<file path="config.mk">
export PLATFORM = sky130hd
export DESIGN_NAME = shootout_ctrl
export DESIGN_NICKNAME = d
export VERILOG_FILES = /design/src/rtl/shootout_ctrl.sv
export SDC_FILE = /design/constraint.sdc
export NUM_CORES = 1
export LEC_CHECK = 0
export CORE_MARGIN = 4
export CORE_UTILIZATION = 35
export DETAILED_ROUTE_END_ITERATION = 16
export GPL_TIMING_DRIVEN = 1
export PLACE_DENSITY_LB_ADDON = 0.1
export REMOVE_ABC_BUFFERS = 1
export SYNTH_ARGS = -nofsm -noshare
export SYNTH_HDL_FRONTEND = slang
export SYNTH_SLANG_ARGS = --single-unit
</file>
<file path="constraint.sdc">
create_clock -name clk -period 5 [get_ports clk]
set_input_delay 1.5 -clock clk [delete_from_list [all_inputs] [get_ports clk]]
set_output_delay 1.5 -clock clk [all_outputs]
set_load 0.005 [all_outputs]
</file>
<file path="src/rtl/shootout_ctrl.sv">
// Penalty-shootout match sequencer: alternating kicks, scores,
// early decision, capped sudden death and match-status outputs.
module shootout_ctrl #(
  parameter int SD_MAX = 7
) (
  input  logic       clk,
  input  logic       rst,
  input  logic       mode3,
  input  logic       mode5,
  input  logic       kick,
  input  logic       save,
  input  logic       invalid,
  output logic       turn,
  output logic [3:0] score_a,
  output logic [3:0] score_b,
  output logic [2:0] round,
  output logic [2:0] sd_round,
  output logic       playing,
  output logic       done,
  output logic [1:0] winner,
  output logic       goal_p,
  output logic       miss_p,
  output logic       reject_p
);

  typedef enum logic [1:0] {
    IDLE,
    PLAY,
    SUDDEN,
    DONE
  } state_t;

  localparam logic [2:0] SD_LIM = 3'(SD_MAX);

  state_t     state;
  logic [2:0] n;
  logic [2:0] ka;
  logic [2:0] kb;

  logic       start;
  logic       hit;
  logic [3:0] sa_nx;
  logic [3:0] sb_nx;
  logic [2:0] ka_nx;
  logic [2:0] kb_nx;
  logic [3:0] rem_a;
  logic [3:0] rem_b;
  logic       a_wins;
  logic       b_wins;

  assign start = mode3 ^ mode5;
  assign hit   = ~save;

  // Post-kick values; the early decision looks at these, not the registers.
  always_comb begin
    sa_nx  = score_a + {3'b000, hit & ~turn};
    sb_nx  = score_b + {3'b000, hit & turn};
    ka_nx  = ka + {2'b00, ~turn};
    kb_nx  = kb + {2'b00, turn};
    rem_a  = {1'b0, n} - {1'b0, ka_nx};
    rem_b  = {1'b0, n} - {1'b0, kb_nx};
    a_wins = sa_nx > (sb_nx + rem_b);
    b_wins = sb_nx > (sa_nx + rem_a);
  end

  always_ff @(posedge clk) begin
    if (rst) begin
      state    <= IDLE;
      n        <= 3'd0;
      ka       <= 3'd0;
      kb       <= 3'd0;
      turn     <= 1'b0;
      score_a  <= 4'd0;
      score_b  <= 4'd0;
      round    <= 3'd0;
      sd_round <= 3'd0;
      playing  <= 1'b0;
      done     <= 1'b0;
      winner   <= 2'b00;
      goal_p   <= 1'b0;
      miss_p   <= 1'b0;
      reject_p <= 1'b0;
    end else begin
      goal_p   <= 1'b0;
      miss_p   <= 1'b0;
      reject_p <= 1'b0;
      unique case (state)
        IDLE, DONE: begin
          if (start) begin
            state    <= PLAY;
            n        <= mode5 ? 3'd5 : 3'd3;
            ka       <= 3'd0;
            kb       <= 3'd0;
            turn     <= 1'b0;
            score_a  <= 4'd0;
            score_b  <= 4'd0;
            round    <= 3'd1;
            sd_round <= 3'd0;
            playing  <= 1'b1;
            done     <= 1'b0;
            winner   <= 2'b00;
          end
        end
        PLAY, SUDDEN: begin
          if (kick && invalid) begin
            reject_p <= 1'b1;
          end else if (kick) begin
            score_a <= sa_nx;
            score_b <= sb_nx;
            goal_p  <= hit;
            miss_p  <= save;
            turn    <= ~turn;
            if (state == PLAY) begin
              ka <= ka_nx;
              kb <= kb_nx;
              if (a_wins || b_wins) begin
                state   <= DONE;
                playing <= 1'b0;
                done    <= 1'b1;
                winner  <= a_wins ? 2'b01 : 2'b10;
              end else if (turn) begin
                if (kb_nx == n) begin
                  state    <= SUDDEN;
                  sd_round <= 3'd1;
                end else begin
                  round <= round + 3'd1;
                end
              end
            end else if (turn) begin
              if (sa_nx != sb_nx) begin
                state   <= DONE;
                playing <= 1'b0;
                done    <= 1'b1;
                winner  <= (sa_nx > sb_nx) ? 2'b01 : 2'b10;
              end else if (sd_round == SD_LIM) begin
                state   <= DONE;
                playing <= 1'b0;
                done    <= 1'b1;
                winner  <= 2'b11;
              end else begin
                sd_round <= sd_round + 3'd1;
              end
            end
          end
        end
        default: state <= IDLE;
      endcase
    end
  end

endmodule

</file>
Yosys cells after proc, flatten, opt, wreduce, memory -nomap -nowiden
Cells that the tools add are included.
- RAM bits: 0
- input port bits: 7
- logic and storage cells: 149
- bits in latches: 0
- flip-flop bits (word level): 33
- memory bits (read-only): 0
- memories kept: 0
- order comparisons: 3
- equality and inequality tests: 22
- shift-type cells: 0
- add/sub/neg operators: 10
- $mul: 0
- bitwise operators: 7
- multiplexer cells: 78
- divide/modulo/power cells: 0
- reduce and logical (&&, ||, !) cells: 14
- operators with widths (cell ; number):
    $mux 3 ; 24
    $mux 2 ; 19
    $pmux 3 s2 ; 4
    $ne 3x3->1 const B ; 7
    $mux 4 ; 5
    $mux 1 ; 19
    $pmux 4 s2 ; 2
    $ne 2x2->1 const B ; 7
    $reduce_and 7->1 ; 2
    $gt 4x4->1 ; 3
    $reduce_and 9->1 ; 1
    $add 4x1->4 ; 2
    $add 4x4->4 ; 2
    $ne 4x4->1 const B ; 2
    $pmux 2 s2 ; 2
    $sub 3x3->4 ; 2
    $add 3x1->3 ; 2
    $add 3x1->3 const B ; 2
    $pmux 1 s2 ; 3
    $reduce_and 6->1 ; 1
    $reduce_or 2->1 ; 3
    $eq 2x2->1 const B ; 2
    $ne 4x4->1 ; 1
    $not 1->1 ; 4
    12 further kinds ; 13

Depth between registers and ports, before layout
- word-level depth: 11
- depth in mapped cells: 19
- depth with buffers taken out: 18

Worst setup path before layout
No wires, ideal clock.
- kind: in2reg
- start point: input port save
- end point: register round[0]
- cell stages on the path: 16
- path slack: -0.027 ns
- library setup time: 0.095 ns
- path buffers: 0
- data arrival time: 4.932 ns
- cells stage by stage: nor2_1 ha_1 ha_1 fa_1 ha_1 a21o_1 a21oi_1 xnor2_1 xnor2_1 ha_1 or2_1 o311ai_2 o22ai_2 nor2b_2 mux2_2 a221oi_1
- longest elaborated chain between the ends: 8
- elaborated cells on any way between the ends: 12
- ends and longest elaborated chain (what ; line ; source):
    from (decl) ; 11 ; input logic save,
    $not 1->1 * ; 52 ; assign hit = ~save;
    $and 1x1->1, on equally long branches ; 57, 56 ;
    $add 4x1->4, on equally long branches ; 57, 56 ;
    $add 4x4->4, on equally long branches ; 62, 63 ;
    $gt 4x4->1, on equally long branches ; 62, 63 ;
    $logic_or 1x1->1 * ; 116 ; if (a_wins || b_wins) begin
    $ne 2x2->1 (no source line) * ; n/a ;
    $reduce_and 7->1 (no source line) * ; n/a ;
    to (signal assigned) ; 126 ; round <= round + 3'd1;
    to (decl) ; 16 ; output logic [2:0] round,
Every way passes the cells marked *; elsewhere a longest branch is shown, timed or not.
A chain may end at the register's enable or synchronous reset.

Worst setup path after layout
- start point: input port save
- end point: register sd_round[0]
- longest elaborated chain between the ends: 8
- elaborated cells on any way between the ends: 15
- ends and longest elaborated chain (what ; line ; source):
    $not 1->1 * ; 52 ;
    $and 1x1->1, on equally long branches ; 57, 56 ;
    $add 4x1->4, on equally long branches ; 57, 56 ;
    $add 4x4->4, on equally long branches ; 62, 63 ;
    $gt 4x4->1, on equally long branches ; 62, 63 ;
    $logic_or 1x1->1 ; 116 ;
    $ne 3x3->1 (no source line) ; n/a ;
    $reduce_and 9->1 (no source line) * ; n/a ;
    to (signal assigned) ; 141 ; sd_round <= sd_round + 3'd1;
    to (decl) ; 17 ; output logic [2:0] sd_round,
Marked as above.

==> metrics.txt <==
outcome completed; Clock Pin Slew Worst Setup and Hold Paths 0.08 ns; Max FO, Critical Path 4; Final Cycle Share 96.6%; Crit Path Class input pin to flip-flop; CP Capture Type flip-flop; fill cell count 649; largest family of logic cells by synthesized area adder cells; Hold WC Path Type flip-flop to flip-flop; FFs w/ async S/R, synth 0%; VDD IR max 436 uV; clock root buffer clkbuf_8; Synth top area share 27.2%; startpoint types input pin; Final WS setup 0.171 ns; Max clock buf depth 2; register area 661 um^2; Synth Warn # 0; Worst-Margin Slew 0.874 ns; Setup Viol. Count Final 0; DR vias/cell 5.15; Max-cap violations 0; adder-cell share of the synthesized area 23.0%; Slowest cell on crit path fa_1; Required @ worst endpoint 5.22 ns; Port Buffers 28; Net Sw Frac 45.0%; area of the multi-input gates 0.00181 mm^2; row count 30; htree depth 2; top cell family by delay on the critical path adder cells; All-Layer GR Usage 15.4%; Top-Level Pins 29; worst-path cell chain buf_2, nor2_2, ha_2, ha_4, fa_1, ha_1, a21o_1, a21oi_2, xnor2_1, xnor2_1, ha_2, or2_4, o311ai_4, o22ai_4, buf_4, a22o_1, nor3b_1, o21ai_1; Final GP Congestion 0.851; WL/cell 14.6 um; total iterations of the first detailed-routing run 4; vias in the first global route 2091; TritonCTS Buffers 5; vias 2154; antenna violations before repair 0; Max Clk Rate 0.207 GHz; pin count of the biggest net entering global routing 31; Synth-to-Final Area Change 33.8%; Placeable Area 0.00676 mm^2; WL final 6100 um; CP bufs+invs 2; most common cell in the synthesized netlist ha_1; Post-Syn Area 0.00243 mm^2; Lkg Pwr 1.30 nW; fin nets 385; Logic pwr share 71.1%; sequential power share 18.0%; # hold bufs at CTS 0; clk_lat worst skew 0.28 ns; hpwl dp 4570 um; synth cell count leaders ha_1 (35), dfxtp_1 (33), a21oi_1 (31); clock skew 0.00555 ns; P_int 1.03 mW; Switching Power 0.845 mW; Clock power frac 10.9%; max_slew headroom 41.7%; height of the die 91.3 um; DRC violations left 0; Synth Register Bits 33; Compound-Gate Fraction of Synth Area 19.4%; Die ar. 0.00834 mm^2; crit path time final 4.83 ns; leading area contributor after synthesis dfxtp_1; first-pass GRT wire length 10300 um; Final Hold Fails 0; die width 91.3 um; Antenna Nets Post-Route 0; Initial DRC Count 58; dpl cell area 0.00298 mm^2; synth top area cells dfxtp_1 (27%), ha_1 (18%), a21oi_1 (6.4%), fa_1 (4.9%), nor2_1 (4.2%); final global-route overflow total 0; dpl ws -0.709 ns; finished layout cell area 0.00325 mm^2; Synth Area in Simple Gates 18.4%; Netlist cell types 58; largest stage delay on the critical path 0.47 ns; Main synth FF type dfxtp_1; clock sinks 33; Slew Limit Fails 0; # diodes 0; fraction of layout instances using a drive strength above 1 22.2%; number of flops mapped to enable cells by yosys 0; Syn Area/Cell 8.61 um^2; CTS tree done; CP Data Arrival Time 5.05 ns; sequential share of the synthesized area 27.2%; Synth Instances 282; post-synthesis xor/xnor area fraction 5.72%; post-synthesis mux area share 0.464%; PwrDens 578 mW/mm^2; Starting Density 35.9%
## area by class of cell
cell class	instances	share of cell area [%]
clock buffers	5	2.12
well taps	80	3.08
inverters	26	3.00
multi-input cells	213	55.5
clock inverters	3	0.539
repair buffers	58	15.4
flip-flops and latches	33	20.3
## kinds of logic (layout without fill, tap and decap cells)
kind of cell	after synthesis	in the layout
simple gates	85	85
compound gates	71	71
fa+ha+maj	41	41
buf+inv	36	92
flops	33	33
xor+xnor	15	15
mux	1	1
## sequential cells by signal, summed over array words and instances, names as in the netlist, 2 cells and up
name	count
ka	3
kb	3
state	2
round	3
n	3
score_b	4
score_a	4
winner	2
sd_round	3
## worst paths after layout
| check | from | slack, ns | to | depth (start not counted) |
|---|---|---|---|---|
| setup / recovery | save | 0.17 | sd_round[0] | 18 |
| hold / removal | playing | 0.46 | playing | 2 |
| setup reg to reg | turn | 0.75 | sd_round[0] | 18 |
| hold reg to reg | playing | 0.46 | playing | 2 |
## cells in the final DEF, fill, tap and decap left out, types with 4 or more instances in the layout
cell type         n
a21oi_1          29
a21oi_2           4
buf_4            30
clkbuf_8          5
clkdlybuf4s50_1  27
dfxtp_1          33
fa_1              6
ha_1             27
ha_2              4
ha_4              4
inv_1            25
nand2_1          13
nand3_1           5
nor2_1           25
nor2b_1           4
nor3_1            9
nor3b_1           5
o21ai_0          10
xnor2_1           8
## power groups by stage
stage / sequential (mW) / clock (mW) / combinational [mW]
2_1_floorplan: 0.340 / 0 / 0.725
3_3_place_gp: 0.345 / 0 / 1.14
4_1_cts: 0.339 / 0.212 / 1.21
3_5_place_dp: 0.345 / 0 / 1.14
5_1_grt: 0.346 / 0.221 / 1.49
6_report: 0.338 / 0.204 / 1.34
## layer usage
metal / up-vias / track usage [%] / part of all wire, % / routed length, um
li1: 1103 / - / - / -
met1: 1016 / 21.2 / 50 / 3060
met2: 33 / 24.1 / 45 / 2780
met3: 2 / 3.98 / 3.8 / 231
met4: 0 / 3.27 / 0.56 / 34
met5: - / 0 / 0 / 0
## worst min-delay path, cell delays in order (launching register included)
cell	delay, ns
dfxtp_1	0.31
nand2_1	0.05
a21oi_1	0.05
## what timing repair did
action	in CTS	in global routing
setup endpoints to repair	12	11
endpoints found under the hold margin	0	0
setup buffers	1	1
cloned	0	0
resized for setup	18	14
pin swaps	14	15
## stage by stage
stage          util, %  hold slack [ns]  TNS [ns]  cells  total power, mW
6_report          48.1            0.456         0    418             1.88
5_1_grt           48.1            0.489   -0.0446    418             2.05
4_1_cts           46.9            0.460         0    417             1.76
3_5_place_dp      44.0            0.449     -7.36    408             1.49
3_3_place_gp      44.0            0.446     -7.50    408             1.48
2_1_floorplan        -            0.447   -0.0424    272             1.06
(Power assumes the default switching activity.)
==> edit: new RTL, same settings <==
Put one more register stage on the output `sd_round`. The value now appears one clock later. The other outputs are not delayed to match.
--- a/src/rtl/shootout_ctrl.sv
+++ b/src/rtl/shootout_ctrl.sv
@@ -31,6 +31,8 @@
   } state_t;
 
   localparam logic [2:0] SD_LIM = 3'(SD_MAX);
+
+  logic [2:0] sd_round_s0;
 
   state_t     state;
   logic [2:0] n;
@@ -73,7 +75,7 @@
       score_a  <= 4'd0;
       score_b  <= 4'd0;
       round    <= 3'd0;
-      sd_round <= 3'd0;
+      sd_round_s0 <= 3'd0;
       playing  <= 1'b0;
       done     <= 1'b0;
       winner   <= 2'b00;
@@ -95,7 +97,7 @@
             score_a  <= 4'd0;
             score_b  <= 4'd0;
             round    <= 3'd1;
-            sd_round <= 3'd0;
+            sd_round_s0 <= 3'd0;
             playing  <= 1'b1;
             done     <= 1'b0;
             winner   <= 2'b00;
@@ -121,7 +123,7 @@
               end else if (turn) begin
                 if (kb_nx == n) begin
                   state    <= SUDDEN;
-                  sd_round <= 3'd1;
+                  sd_round_s0 <= 3'd1;
                 end else begin
                   round <= round + 3'd1;
                 end
@@ -132,13 +134,13 @@
                 playing <= 1'b0;
                 done    <= 1'b1;
                 winner  <= (sa_nx > sb_nx) ? 2'b01 : 2'b10;
-              end else if (sd_round == SD_LIM) begin
+              end else if (sd_round_s0 == SD_LIM) begin
                 state   <= DONE;
                 playing <= 1'b0;
                 done    <= 1'b1;
                 winner  <= 2'b11;
               end else begin
-                sd_round <= sd_round + 3'd1;
+                sd_round_s0 <= sd_round_s0 + 3'd1;
               end
             end
           end
@@ -148,5 +150,9 @@
     end
   end
 
+  always_ff @(posedge clk) begin
+    sd_round <= sd_round_s0;
+  end
+
 endmodule
 
Formal check against the unedited RTL: not equivalent (Yosys sat finds a counterexample within 10 cycles, from zero or initial values and one cycle with rst high).
==> edit against the unedited design <==
- sequential cell count is 3 higher
- design area is 2.5% lower
- die area is 1.6% lower
- combinational power is 19% lower
- routed wire length is 1.1% lower
- sequential power is 11% higher
- sequential share of layout area is 2.4 points higher
- power is 7.8% lower
- maximum frequency is 1.0% lower
- worst setup slack worse by 49 ps
- clock power is 30% higher
- synthesized area is 1.8% lower
- largest power group unchanged
==> edit: results (changes against the unedited design) <==
Status
  – Outcome: finished clean

Cells and area
  – Layout cell share with drive strength beyond 1: 17.9% (-4.3 points)
  – Top Registers: score_a x4, score_b x4
  – Nets: 377 (-2.1%)

Power and ir drop
  – Worst vdd rail ir drop: 308 uV (-29%)
  – Pleak: 1.29 nW (-0.90%)
  – Switching share of power: 44.3% (-0.74 points)

Detailed routing
  – Pre-Repair DR Iteration Count: 4 (unchanged)
  – Avg WL per Cell: 14.8 microns (+1.5%)
  – Vias per cell: 5.12 (-0.63%)
  – 1st-iter DRT viols: 51 (-12%)
  – Routed via count: 2,084 (-3.2%)

Place
  – Placed cells: 396 (-2.9%)
  – Routability Congestion: 0.836 (-1.8%)
  – Dpl hpwl: 4500 microns (-1.7%)

Timing
  – Clock Skew: 4.96 ps (-0.591 ps)
  – Tightest Pin Transition: 865 ps (-9.39 ps)
  – Final Max Slew Viols: 0 (unchanged)

Clocking
  – Clock buffer depth: 2 (unchanged)
  – Clk slew on worst S/H paths: 80 ps (about the same)
  – Root buf cell: clkbuf_8
  – # H-tree levels: 2 (unchanged)
  – Skew-Pair Late Insertion Delay: 300 ps (+20 ps)

Global route
  – Initial antenna violation count: 0 (unchanged)
  – Global-route track usage on met2: 26.1% (+2.0 points)
  – Grt met3 use: 2.75% (-1.2 points)
  – GRT Overall Usage: 15.5% (+0.14 points)
  – First-pass GRT wire length: 10,300 microns (+0.26%)
  – Largest net degree at the start of global routing: 25 (-19%)
  – Global routing usage on met1: 19.7% (-1.5 points)

Synthesis
  – Seq/Total Area, Yosys: 30.2% (+3.0 points)
  – YS warnings: 0 (unchanged)
  – Asr flop ratio synth: 0% (unchanged)
  – Top cells by count, synth: a21oi_1 (36), dfxtp_1 (36), ha_1 (35)
  – Main area contributors after synthesis: dfxtp_1 (30%), ha_1 (18%), a21oi_1 (7.6%), fa_1 (5.0%), nor2_1 (4.2%)
  – Synth cell types: 46 (-21%)
  – Syn avg cell area: 8.65 sq um (+0.38%)

Worst setup path
  – Max FO, Critical Path: 4 (unchanged)
  – Worst Path Arrival: 5100 ps (+50 ps)
  – CP max stage delay: approximately 480 ps
==> edit: cell types whose count changed after synthesis, sizes merged, moves of 4 or more <==
cell | unedited run | this run
inv | 26 | 20
nor3b | 6 | 0
nor2b | 5 | 9
o21ai | 13 | 8
a21oi | 33 | 37
==> edit: power by group through the flow <==
| stage | sequential (mW) | combinational (mW) | clock (mW) |
|---|---|---|---|
| 6_report | 0.374 | 1.09 | 0.265 |
| 5_1_grt | 0.382 | 1.23 | 0.285 |
| 4_1_cts | 0.375 | 1.05 | 0.274 |
| 3_5_place_dp | 0.381 | 1.01 | 0 |
| 3_3_place_gp | 0.380 | 1.01 | 0 |
| 2_1_floorplan | 0.375 | 0.643 | 0 |
==> edit: path summary, 6_finish.rpt <==
check	to	start	cells past startpoint	slack, ps
min reg2reg	sd_round[2]	sd_round_s0[2]	0	380
min	sd_round[2]	sd_round_s0[2]	0	380
max	sd_round_s0[0]	save	17	120
max reg2reg	sd_round_s0[0]	turn	17	550
==> edit: what timing repair did <==
item,4_1_cts,5_1_grt
pin swaps,8,14
gates resized for setup,13,16
endpoints found under the setup margin,12,12
setup buffers,2,1
==> edit: area by class of cell <==
type / instances / area, sq um
Clock buffer: 5 / 68.8
Clock inverter: 3 / 42.5
Fill cell: 619 / 3330
Inverter: 21 / 78.8
Multi-Input combinational cell: 210 / 1680
Sequential cell: 36 / 721
Tap cell: 77 / 96.3
Timing Repair Buffer: 55 / 480
==> edit: cell families after synthesis <==
group                      count (synthesis)  share of synthesized area (%)
muxes                                      1                          0.577
buffers and inverters                     30                           5.19
AOI/OAI and AO/OA                         71                           18.4
adders and majority gates                 41                           23.4
and+or+nand+nor                           85                           17.9
DFF                                       36                           30.2
xor gates and xnor gates                  12                           4.40
==> edit: through the flow <==
step / util [%] / instance area [sq um] / worst slack, ps / TNS [ps]
finish: 48.8 / 3170 / 122 / 0
global route: 48.8 / 3170 / -12.7 / -12.7
CTS: 47.7 / 3100 / 16.2 / 0
detailed placement: 44.6 / 2900 / -807 / -7840
global placement: 44.6 / 2900 / -798 / -7830
floorplan: - / 2340 / -163 / -181
==> edit: routing by layer <==
metal	wire length, microns	vias up
met1	2830	960
met3	195	9
met2	2910	38
met5	0	-
met4	99	0
li1	-	1077
